===== src/rtl/pc_fetch_ctrl.sv =====
// Instruction fetch controller: owns the fetch PC, sequences IMEM requests and
// applies trap/mret/branch/jump redirects, draining any in-flight fetch first.
module pc_fetch_ctrl #(
    parameter logic [31:0] RESET_VEC = 32'h0000_0000
) (
    input  logic        clk,
    input  logic        rst_n,
    input  logic        stall,
    input  logic        br_taken,
    input  logic [31:0] br_target,
    input  logic        jmp_valid,
    input  logic [31:0] jmp_target,
    input  logic        trap,
    input  logic [31:0] mtvec,
    input  logic        mret,
    input  logic [31:0] mepc,
    output logic        imem_req,
    output logic [31:0] imem_addr,
    input  logic        imem_rdy,
    output logic [31:0] if_pc,
    output logic        if_valid,
    output logic        flush,
    output logic        misalign,
    output logic [1:0]  dbg_state
);

    typedef enum logic [1:0] {
        BOOT  = 2'd0,
        FETCH = 2'd1,
        HOLD  = 2'd2,
        DRAIN = 2'd3
    } state_t;

    // Handshake: a fetch completes in any cycle where imem_req && imem_rdy;
    // imem_addr stays on faddr until that happens. Decode takes the presented
    // instruction in any cycle where if_valid && !stall.

    state_t      state;
    logic [31:0] pc;
    logic [31:0] faddr;

    logic        redirect;
    logic        take_redirect;
    logic [31:0] raw_target;
    logic [31:0] target;
    logic [31:0] seq_addr;

    always_comb begin
        redirect = trap | mret | br_taken | jmp_valid;
        if (trap)          raw_target = mtvec;
        else if (mret)     raw_target = mepc;
        else if (br_taken) raw_target = br_target;
        else               raw_target = jmp_target;
        target        = {raw_target[31:2], 2'b00};
        seq_addr      = faddr + 32'd4;
        take_redirect = redirect && (state != BOOT);
    end

    always_comb begin
        imem_req  = (state == FETCH) || (state == DRAIN);
        imem_addr = faddr;
        if_pc     = faddr;
        if_valid  = !take_redirect &&
                    (((state == FETCH) && imem_rdy) || (state == HOLD));
        flush     = take_redirect;
        misalign  = take_redirect && (raw_target[1:0] != 2'b00);
        dbg_state = state;
    end

    always_ff @(posedge clk or negedge rst_n) begin
        if (!rst_n) begin
            state <= BOOT;
            pc    <= RESET_VEC;
            faddr <= RESET_VEC;
        end else begin
            case (state)
                BOOT: begin
                    faddr <= pc;
                    state <= FETCH;
                end
                FETCH: begin
                    if (redirect) begin
                        pc <= target;
                        if (imem_rdy) begin
                            faddr <= target;
                        end else begin
                            // The old request is still owed a response; swallow it first.
                            state <= DRAIN;
                        end
                    end else if (imem_rdy) begin
                        if (stall) begin
                            state <= HOLD;
                        end else begin
                            pc    <= seq_addr;
                            faddr <= seq_addr;
                        end
                    end
                end
                HOLD: begin
                    if (redirect) begin
                        pc    <= target;
                        faddr <= target;
                        state <= FETCH;
                    end else if (!stall) begin
                        pc    <= seq_addr;
                        faddr <= seq_addr;
                        state <= FETCH;
                    end
                end
                DRAIN: begin
                    if (redirect) begin
                        pc <= target;
                    end
                    if (imem_rdy) begin
                        faddr <= redirect ? target : pc;
                        state <= FETCH;
                    end
                end
                default: begin
                    state <= BOOT;
                end
            endcase
        end
    end

endmodule


===== config.mk =====
export PLATFORM = sky130hd
export DESIGN_NAME = pc_fetch_ctrl
export DESIGN_NICKNAME = d
export VERILOG_FILES = /design/src/rtl/pc_fetch_ctrl.sv
export SDC_FILE = /design/constraint.sdc
export NUM_CORES = 1
export LEC_CHECK = 0
export CORE_MARGIN = 1.5
export CORE_UTILIZATION = 46
export CTS_BUF_LIST = sky130_fd_sc_hd__clkbuf_4 sky130_fd_sc_hd__clkbuf_8
export DETAILED_ROUTE_END_ITERATION = 10
export HOLD_SLACK_MARGIN = 0.06
export PLACE_DENSITY_LB_ADDON = 0.1
export SETUP_SLACK_MARGIN = 0.02
export SYNTH_ARGS = -nofsm -noshare
export SYNTH_HDL_FRONTEND = slang
export SYNTH_SLANG_ARGS = --single-unit

===== constraint.sdc =====
create_clock -name clk -period 2.77 [get_ports clk]
set_clock_uncertainty 0.1 [all_clocks]
set_input_delay 0.4155 -clock clk [delete_from_list [all_inputs] [get_ports clk]]
set_output_delay 0.4155 -clock clk [all_outputs]
set_load 0.01 [all_outputs]

# == Yosys cells after proc, flatten, opt, wreduce, memory -nomap -nowiden ==
# Cells that the tools add are included.
# op_classes
n_addsub,1
mul,0
div_mod_pow,0
order_cmp,0
n_eq_ne,9
shifts,0
mux,24
bitwise,3
reduce_logical,14
# ops
cell,n
$mux 32,14
$pmux 32 s4,1
$pmux 32 s3,1
$add 32x3->32 const B,1
$mux 2,7
$ne 3x3->1 const B,4
$pmux 2 s4,1
$reduce_and 5->1,1
$eq 2x2->1 const B,2
$logic_and 1x1->1,4
$ne 2x2->1 const B,2
$reduce_and 2->1,2
$reduce_bool 2->1,2
$or 1x1->1,3
$reduce_bool 3->1,1
$eq 2x1->1 const B,1
$logic_not 2->1,1
$logic_or 1x1->1,2
$logic_not 1->1,1
# totals
ff_bits,66
latch_bits,0
ram_bits,0
romBits,0
input_bits,136
output_inout_bits,70
memories,0

# == Depth between registers and ports, before layout ==
# Gate-level depths: netlist of the first run.
# logic_depth
depth_word,6
depth_mapped,10
mapped_depth_nobuf,8

# == Least setup slack after synthesis of the first run ==
# No wires, ideal clock.
# synth_timing
path_kind,in2out
startpoint,input port jmp_valid
endpoint,output port if_valid
t_arrival_ns,1.785
path_slack_ns,0.470
path_stages,6
n_path_buf,3
path_cell_list,clkbuf_1 nor4_1 clkbuf_1 buf_1 nor2_1 nor2_1
# synth_via
elab_chain_cells,4
# synth_rtl
element,line,rtl
"start, declared",11,"input logic jmp_valid,"
$or 1x1->1,49,redirect = trap | mret | br_taken | jmp_valid;
$logic_and 1x1->1,56,take_redirect = redirect && (state != BOOT);
named net flush,22,"output logic flush,"
$logic_not 1->1,63,if_valid = !take_redirect &&
$logic_and 1x1->1,63,
"end, declared",21,"output logic if_valid,"
# The timed path passes the listed nets, and every way through them passes these cells.

# == Worst setup path in the final report of the first run ==
# layout_timing
startpoint,input port mret
endpoint,output port misalign
# layout_via
elab_chain_cells,5
# layout_rtl
element,line,rtl
"start, declared",15,"input logic mret,"
$or 1x1->1 (3 in series),49,
$logic_and 1x1->1,56,
$logic_and 1x1->1 (*),66,misalign = take_redirect && (raw_target[1:0] != 2'b00);
"end, declared",23,"output logic misalign,"
# Every way passes the cells marked *; elsewhere a longest branch is shown, timed or not.

==> results.md, run 1 <==
- Max Cap Violations: 0
- Core area: 0.0114 mm^2
- Setup CP Type: in2out
- WL per Instance: 21.0 um
- Main combinational cell family by area after synthesis: compound AO/OA/AOI/OAI gates
- Ys flop type: dfrtp_1
- Leakage: 3.21 nW
- #FFs+latches synth: 66
- Post-route ant nets: 0
- Gate power share: 57.1%
- Nets: 1041
- Final Hold Vio Count: 0
- Root buf cell: clkbuf_8
- FILL cells: 953
- Cell Int Power: 3.60 mW
- Power per cell area: 784 mW/mm^2
- Sw Share: 42.7%
- Routability Congestion: 0.949
- Proportion of synthesized area in mux cells: 5.51%
- Full die area: 0.0124 mm^2
- Pre-antenna DRT Iters: 8
- Area leader, netlist: dfrtp_1
- Gr usage total: 34.9%
- Post-CTS Setup Inserts: 0
- Initial DRC count: 862
- Mapped Area: 0.00541 mm^2
- Layout cells sized above 1: 12.7%
- Worst-path clk slew: 0.08 ns
- Minimum clock period: 2.69 ns
- Most instantiated cells after synthesis: 93 x nand2_1, 84 x o21ai_0, 66 x dfrtp_1, 54 x a21oi_1, 41 x clkbuf_1
- Most common cell in the netlist: nand2_1
- Clock share of power: 14.7%
- Post-synth ARST share: 100%
- Final instance area: 0.00800 mm^2
- Count of cell types in the netlist: 58
- Gr ovfl total: 0
- Placed cell count: 1032
- Max H-tree Level: 3
- Switch Pwr: 2.68 mW
- Adder-Cell Fraction of Synth Area: 1.16%
- Final Non-Filler Cells: 1048
- Worst Setup End Kind: output pin
- Fin crit share: 97.0%
- Cell Rows: 39
- Crit path required time: 2.25 ns
- ANT cells: 0
- Area Overhead vs Synth: 48.1%
- Share of the synthesized area in the top cell type: 30.6%
- First-pass GRT wire length: 34600 um
- Initial antenna violation count: 0
- Clock tree buffer depth: 2
- Clk sink count: 66
- Area after DPL: 0.00777 mm^2
- Synthesis Warnings: 0
- Vias in the first global route: 6648
- Syn_nets: 835
- Simple-gate share of the synthesized area: 19.8%
- Post-CTS Hold Buffers: 0
- Post-Synthesis Cells: 694
- XOR/XNOR Fraction of Synth Area: 3.40%
- DRC Markers: 0
- Max Clk Rate: 0.372 GHz
- Clock Latency Late Sink: 0.35 ns
- Status: finished clean
- CTS tree: done
- Via count: 6618
- Detail Placement HPWL: 16800 um
- Io pins: 206
- Synthesized-area fraction occupied by ao, oa, aoi and oai cells: 30.8%
- Startpoint types: input pin
- Sequential share of the synthesized area: 30.6%
- Max-slew headroom: 41.5%
- Final setup viols: 0
- CP arrival: 2.17 ns
- Pins over their slew limit: 0
- Seq pwr share: 28.2%
- Die height: 111 um
- EDFF count, synth: 0
- Worst-Margin Slew: 0.877 ns
- Worst Path Max Fanout: 8
- Largest cells by area after synthesis: dfrtp_1 31%, o21ai_0 7.8%, nand2_1 6.5%, a21oi_1 5.0%, buf_4 4.6%
- Initial Utilization: 47.3%
- Port Buffers: 205
- Number of vias per cell: 6.31
- Syn Area/Cell: 7.79 um^2
- Setup repair after global routing missed its margin: no
- Pin count of the biggest net entering global routing: 67
- HP Class: in2async
- Routed WL: 22000 um
- Die W: 111 um
- TritonCTS Buffers: 9
- Worst IR Drop VDD: 0.554 mV
[cell usage in the layout, fill, tap and decap left out, types with 25 or more instances in the layout]
cell / n
clkdlybuf4s50_1: 203
buf_4: 69
o21ai_0: 84
nor2_1: 38
a22oi_1: 25
nand2_1: 93
a21oi_1: 54
dfrtp_1: 66
nand3_1: 25
[path summary, 6_finish.rpt]
check / start / slack (ns) / endpoint / depth (start not counted)
worst max-delay path: mret / 0.08 / misalign / 5
worst min-delay path: rst_n / 0.16 / pc[0]$_DFFE_PN0P_ / 2
worst max register to register: if_pc[2]$_DFFE_PN0P_ / 0.20 / pc[21]$_DFFE_PN0P_ / 6
worst min register to register: pc[0]$_DFFE_PN0P_ / 0.41 / if_pc[0]$_DFFE_PN0P_ / 1
max in group asynchronous: rst_n / 1.84 / if_pc[21]$_DFFE_PN0P_ / 2
min in group clk: pc[0]$_DFFE_PN0P_ / 0.41 / if_pc[0]$_DFFE_PN0P_ / 1
[state kept, by name, summed over array words and instances, names as in the netlist]
name       cells
pc            32
if_pc         32
dbg_state      2
[power groups by stage]
stage / combinational [mW] / sequential (mW) / clock (mW)
final: 3.58 / 1.77 / 0.925
after global routing: 3.83 / 1.81 / 0.968
after CTS: 3.54 / 1.75 / 0.928
after detailed placement: 3.52 / 1.77 / 0
after global placement: 3.47 / 1.75 / 0
after floorplan: 1.76 / 1.80 / 0
[critical path, cell delays in order]
cell	delay, ns
clkdlybuf4s50_1	0.51
buf_4	0.22
o311ai_2	0.29
o311a_1	0.21
clkdlybuf4s50_1	0.53
[repair_timing]
action,CTS,global route
pin swaps,0,0
setup endpoints to repair,1,8
cloned,0,0
resized for setup,1,3
[stage by stage]
| stage | hold WS, ns | utilization [%] | setup WS, ns | TNS (ns) | total power, mW |
|---|---|---|---|---|---|
| 6_report | 0.158 | 70.1 | 0.0831 | 0 | 6.28 |
| 5_1_grt | 0.230 | 70.1 | 0.0233 | 0 | 6.61 |
| 4_1_cts | 0.189 | 70.0 | 0.0426 | 0 | 6.22 |
| 3_5_place_dp | 0.389 | 68.1 | -0.0482 | -0.0482 | 5.29 |
| 3_3_place_gp | 0.380 | 68.1 | 0.0498 | 0 | 5.21 |
| 2_1_floorplan | 0.0199 | - | 0.470 | 0 | 3.57 |
[final cells by class]
class	count	area (um^2)	share of cell area (%)
Clock buffer	10	138	1.72
Inverter	10	37.5	0.469
Sequential cell	66	1650	20.6
Tap cell	143	179	2.24
Timing Repair Buffer	277	2620	32.7
Multi-Input combinational cell	536	3300	41.2
Clock inverter	6	80.1	1.00
[metal layers]
layer | part of all wire (%) | GRT usage [%]
met5 | 0 | 0
met4 | 3.2 | 14.6
met3 | 10 | 7.13
met2 | 46 | 56.0
met1 | 40 | 46.1
[logic make-up (layout without fill, tap and decap cells)]
logic type,count (synthesis),count (layout)
AO/OA/AOI/OAI,260,260
AND/OR/NAND/NOR,222,222
buffers and inverters,92,303
flip-flops,66,66
multiplexers,28,28
XOR/XNOR,21,21
adder cells (fa/ha/maj),5,5
Note: power is estimated with default switching activity, not from simulation.
==> inputs of run 2 (changes only) <==
- ABC_AREA: default -> 1
- CORE_UTILIZATION: 46 -> 48
==> run 2 against run 1 <==
Compared with the run above:
- maximum frequency grew 1.6%
- critical endpoint is now flush
- first-iteration DRC count fell by 13%
- clock power down 5.0%
- die area increased by 8.7%
- critical path depth fell by 1
==> results.md, run 2 <==
- Status: finished clean
- Reg2reg end: if_pc[28]$_DFFE_PN0P_
- Vias in the first global route: 6338
- Worst path slowest cell: clkdlybuf4s50_1
- Initial Utilization: 48.9%
- Hold EP: pc[17]$_DFFE_PN0P_
- CP peak stage delay: 0.62 ns
- First-pass GRT wire length: 32700 um
- Number of vias per cell: 5.18
- Area Overhead vs Synth: 36.0%
- Setup TNS Final: 0 ns
- Hold Startpoint: pc[17]$_DFFE_PN0P_
- Clock tree buffer depth: 2
- Initial antenna violation count: 0
- Mapped Area: 0.00615 mm^2
- Cell Rows: 41
- Post-route ant nets: 0
- Met3 WL: 1900 um
- Setup slack, reg-to-reg: 0.60 ns
- Routability Congestion: 0.911
- Switch Pwr: 3.45 mW
- Final setup viols: 0
- CP Cell Sequence: inv_1 -> ha_1 -> nor2_1 -> clkdlybuf4s50_1
- Commonest non-fill, non-tap cell in the layout: nand2_1
- Worst-path clk slew: 0.07 ns
- Startpoint types: flop
- HP Class: reg2reg
- Via count: 7345
- Ys flop type: dfrtp_1
- Max layer used: met4
- FILL cells: 1203
- Pre-CTS setup slack: 0.0825 ns
- Port Buffers: 205
- Top delay family on crit path: buffers and inverters
- Share of the synthesized area in the top cell type: 29.3%
- Post-CTS Setup Inserts: 0
- Largest cells by area after synthesis: nand2_1 29%, dfrtp_1 27%, nor2_1 8.0%, nand3_1 7.0%, buf_4 4.5%
- Layout cells sized above 1: 5.14%
- Detail Placement HPWL: 16000 um
- Count of cell types in the netlist: 34
- ANT cells: 0
- Syn_nets: 1224
- Final Hold Vio Count: 0
- Buf+Inv Stages, Crit Path: 2
- Max-slew headroom: 62.2%
- Final core occ: 66.5%
- FF/Latch Area: 0.00165 mm^2
- Synthesis Warnings: 0
- Core area: 0.0126 mm^2
- Setup repair after global routing missed its margin: no
- Fin Hold WS: 0.425 ns
- R2r worst-path depth: 12
- Clock Latency Late Sink: 0.37 ns
- DRC Markers: 0
- Sequential share of the synthesized area: 26.9%
- Routed WL: 21300 um
- Syn Area/Cell: 5.68 um^2
- Root buf cell: clkbuf_8
- Gr usage total: 31.1%
- Wl on met1: 9610 um
- Worst IR Drop VDD: 0.668 mV
- Pins over their slew limit: 0
- Leakage: 4.01 nW
- Most frequent cells in the layout: 480 x nand2_1, 203 x clkdlybuf4s50_1, 131 x nor2_1
- DR WL met2: 9280 um
- Gr ovfl total: 0
- Worst Setup End Kind: output pin
- EDFF count, synth: 0
- Nets: 1382
- TritonCTS Buffers: 9
- Io pins: 206
- Setup CP Type: reg2out
- Pre-antenna DRT Iters: 5
- Pin count of the biggest net entering global routing: 52
- Seq pwr share: 27.5%
- CP arrival: 2.13 ns
- CTS tree: done
- Final worst slack: 0.125 ns
- Most common cell in the netlist: nand2_1
- Worst-Margin Slew: 0.567 ns
- Max H-tree Level: 3
- Die height: 116 um
- Crit path required time: 2.25 ns
- Initial DRC count: 750
- Fin crit share: 95.5%
- Post-Synthesis Cells: 1083
- Minimum clock period: 2.64 ns
- Max Clk Rate: 0.378 GHz
- #FFs+latches synth: 66
- Post-synth ARST share: 100%
- Most instantiated cells after synthesis: 480 x nand2_1, 131 x nor2_1, 86 x nand3_1, 66 x dfrtp_1, 64 x inv_1
- Sw Share: 46.6%
- R2r startpoint: if_pc[2]$_DFFE_PN0P_
- Full die area: 0.0135 mm^2
- WL per Instance: 15.0 um
- Clock share of power: 11.9%
- Clk sink count: 66
- Critical Path Source: dbg_state[0]$_DFFE_PN0P_
- Gate power share: 60.6%
- Area leader, netlist: nand2_1
- Worst Path Max Fanout: 5
- Max Cap Violations: 0
- Die W: 116 um
- Power per cell area: 886 mW/mm^2
- Cell Int Power: 3.96 mW
- Hold depth: 2
- Multi-input logic area: 0.00374 mm^2
[run 2: cell count changes after synthesis, sizes merged, moves of 15 or more]
cell / before / now
a21oi: 54 / 39
a22oi: 25 / 10
clkbuf: 41 / 20
o21ai: 87 / 60
buf: 41 / 66
nand2: 93 / 481
inv: 10 / 68
nor2: 39 / 139
nand3: 25 / 88
[run 2: power groups by stage]
stage	logic, mW	registers (mW)	clock network, mW
final	4.49	2.04	0.879
after global routing	5.00	2.11	0.924
after CTS	4.47	2.02	0.881
after detailed placement	4.45	2.04	0
after global placement	4.39	2.03	0
after floorplan	2.84	1.96	0
[run 2: logic make-up after synthesis]
logic type	synth area share, %
and+or+nand+nor	46.9
xor gates and xnor gates	0.285
buffers and inverters	12.5
adders and majority gates	1.02
AOI/OAI and AO/OA	12.5
DFF	26.9
[run 2: how the worst max path moves through the flow]
| stage | to | slack [ns] | cells past startpoint |
|---|---|---|---|
| 2_1_floorplan | misalign | 0.68 | 5 |
| 3_3_place_gp | misalign | 0.14 | 6 |
| 4_1_cts | misalign | 0.08 | 6 |
| 3_5_place_dp | pc[31]$_DFFE_PN0P_ | 0.08 | 10 |
| 5_1_grt | flush | 0.05 | 4 |
| 6_report | flush | 0.13 | 4 |
[run 2: timing repair]
action | 4_1_cts | 5_1_grt
hold buffers | 1 | 0
hold endpoints to repair | 22 | 0
resized for setup | 0 | 1
endpoints found under the setup margin | 0 | 1
[run 2: per-stage QoR]
step	std cells	total power, mW	cell area [um^2]
detailed placement	1401	6.49	8140
floorplan	1083	4.80	6150
CTS	1417	7.38	8360
finish	1417	7.41	8360
global route	1417	8.03	8360
global placement	1401	6.41	8140
[run 2: layout make-up]
type	instances	share of cell area (%)
multi-input combinational	862	44.7
timing repair buffer	233	27.4
sequential	66	19.8
inverter	69	3.10
tap	172	2.57
clock buffer	13	2.06
clock inverter	2	0.419
[run 2: metal layers]
metal | vias up | track usage, %
li1 | 3688 | -
met1 | 3283 | 44.4
met2 | 342 | 48.2
met3 | 32 | 4.77
met4 | 0 | 10.9
met5 | - | 0
[run 2: worst reg2reg max path: stages, from the launching register on]
cell and delay [ns]:
dfrtp_1 0.45, ha_1 0.20, nand2_1 0.09, nor2_2 0.19, nand2_1 0.21, nor2_1 0.33
nand3_1 0.12, nand3_1 0.09, nand2_1 0.07, nand2_1 0.06, nand2_1 0.05, nand2_1 0.05
nand2_1 0.04
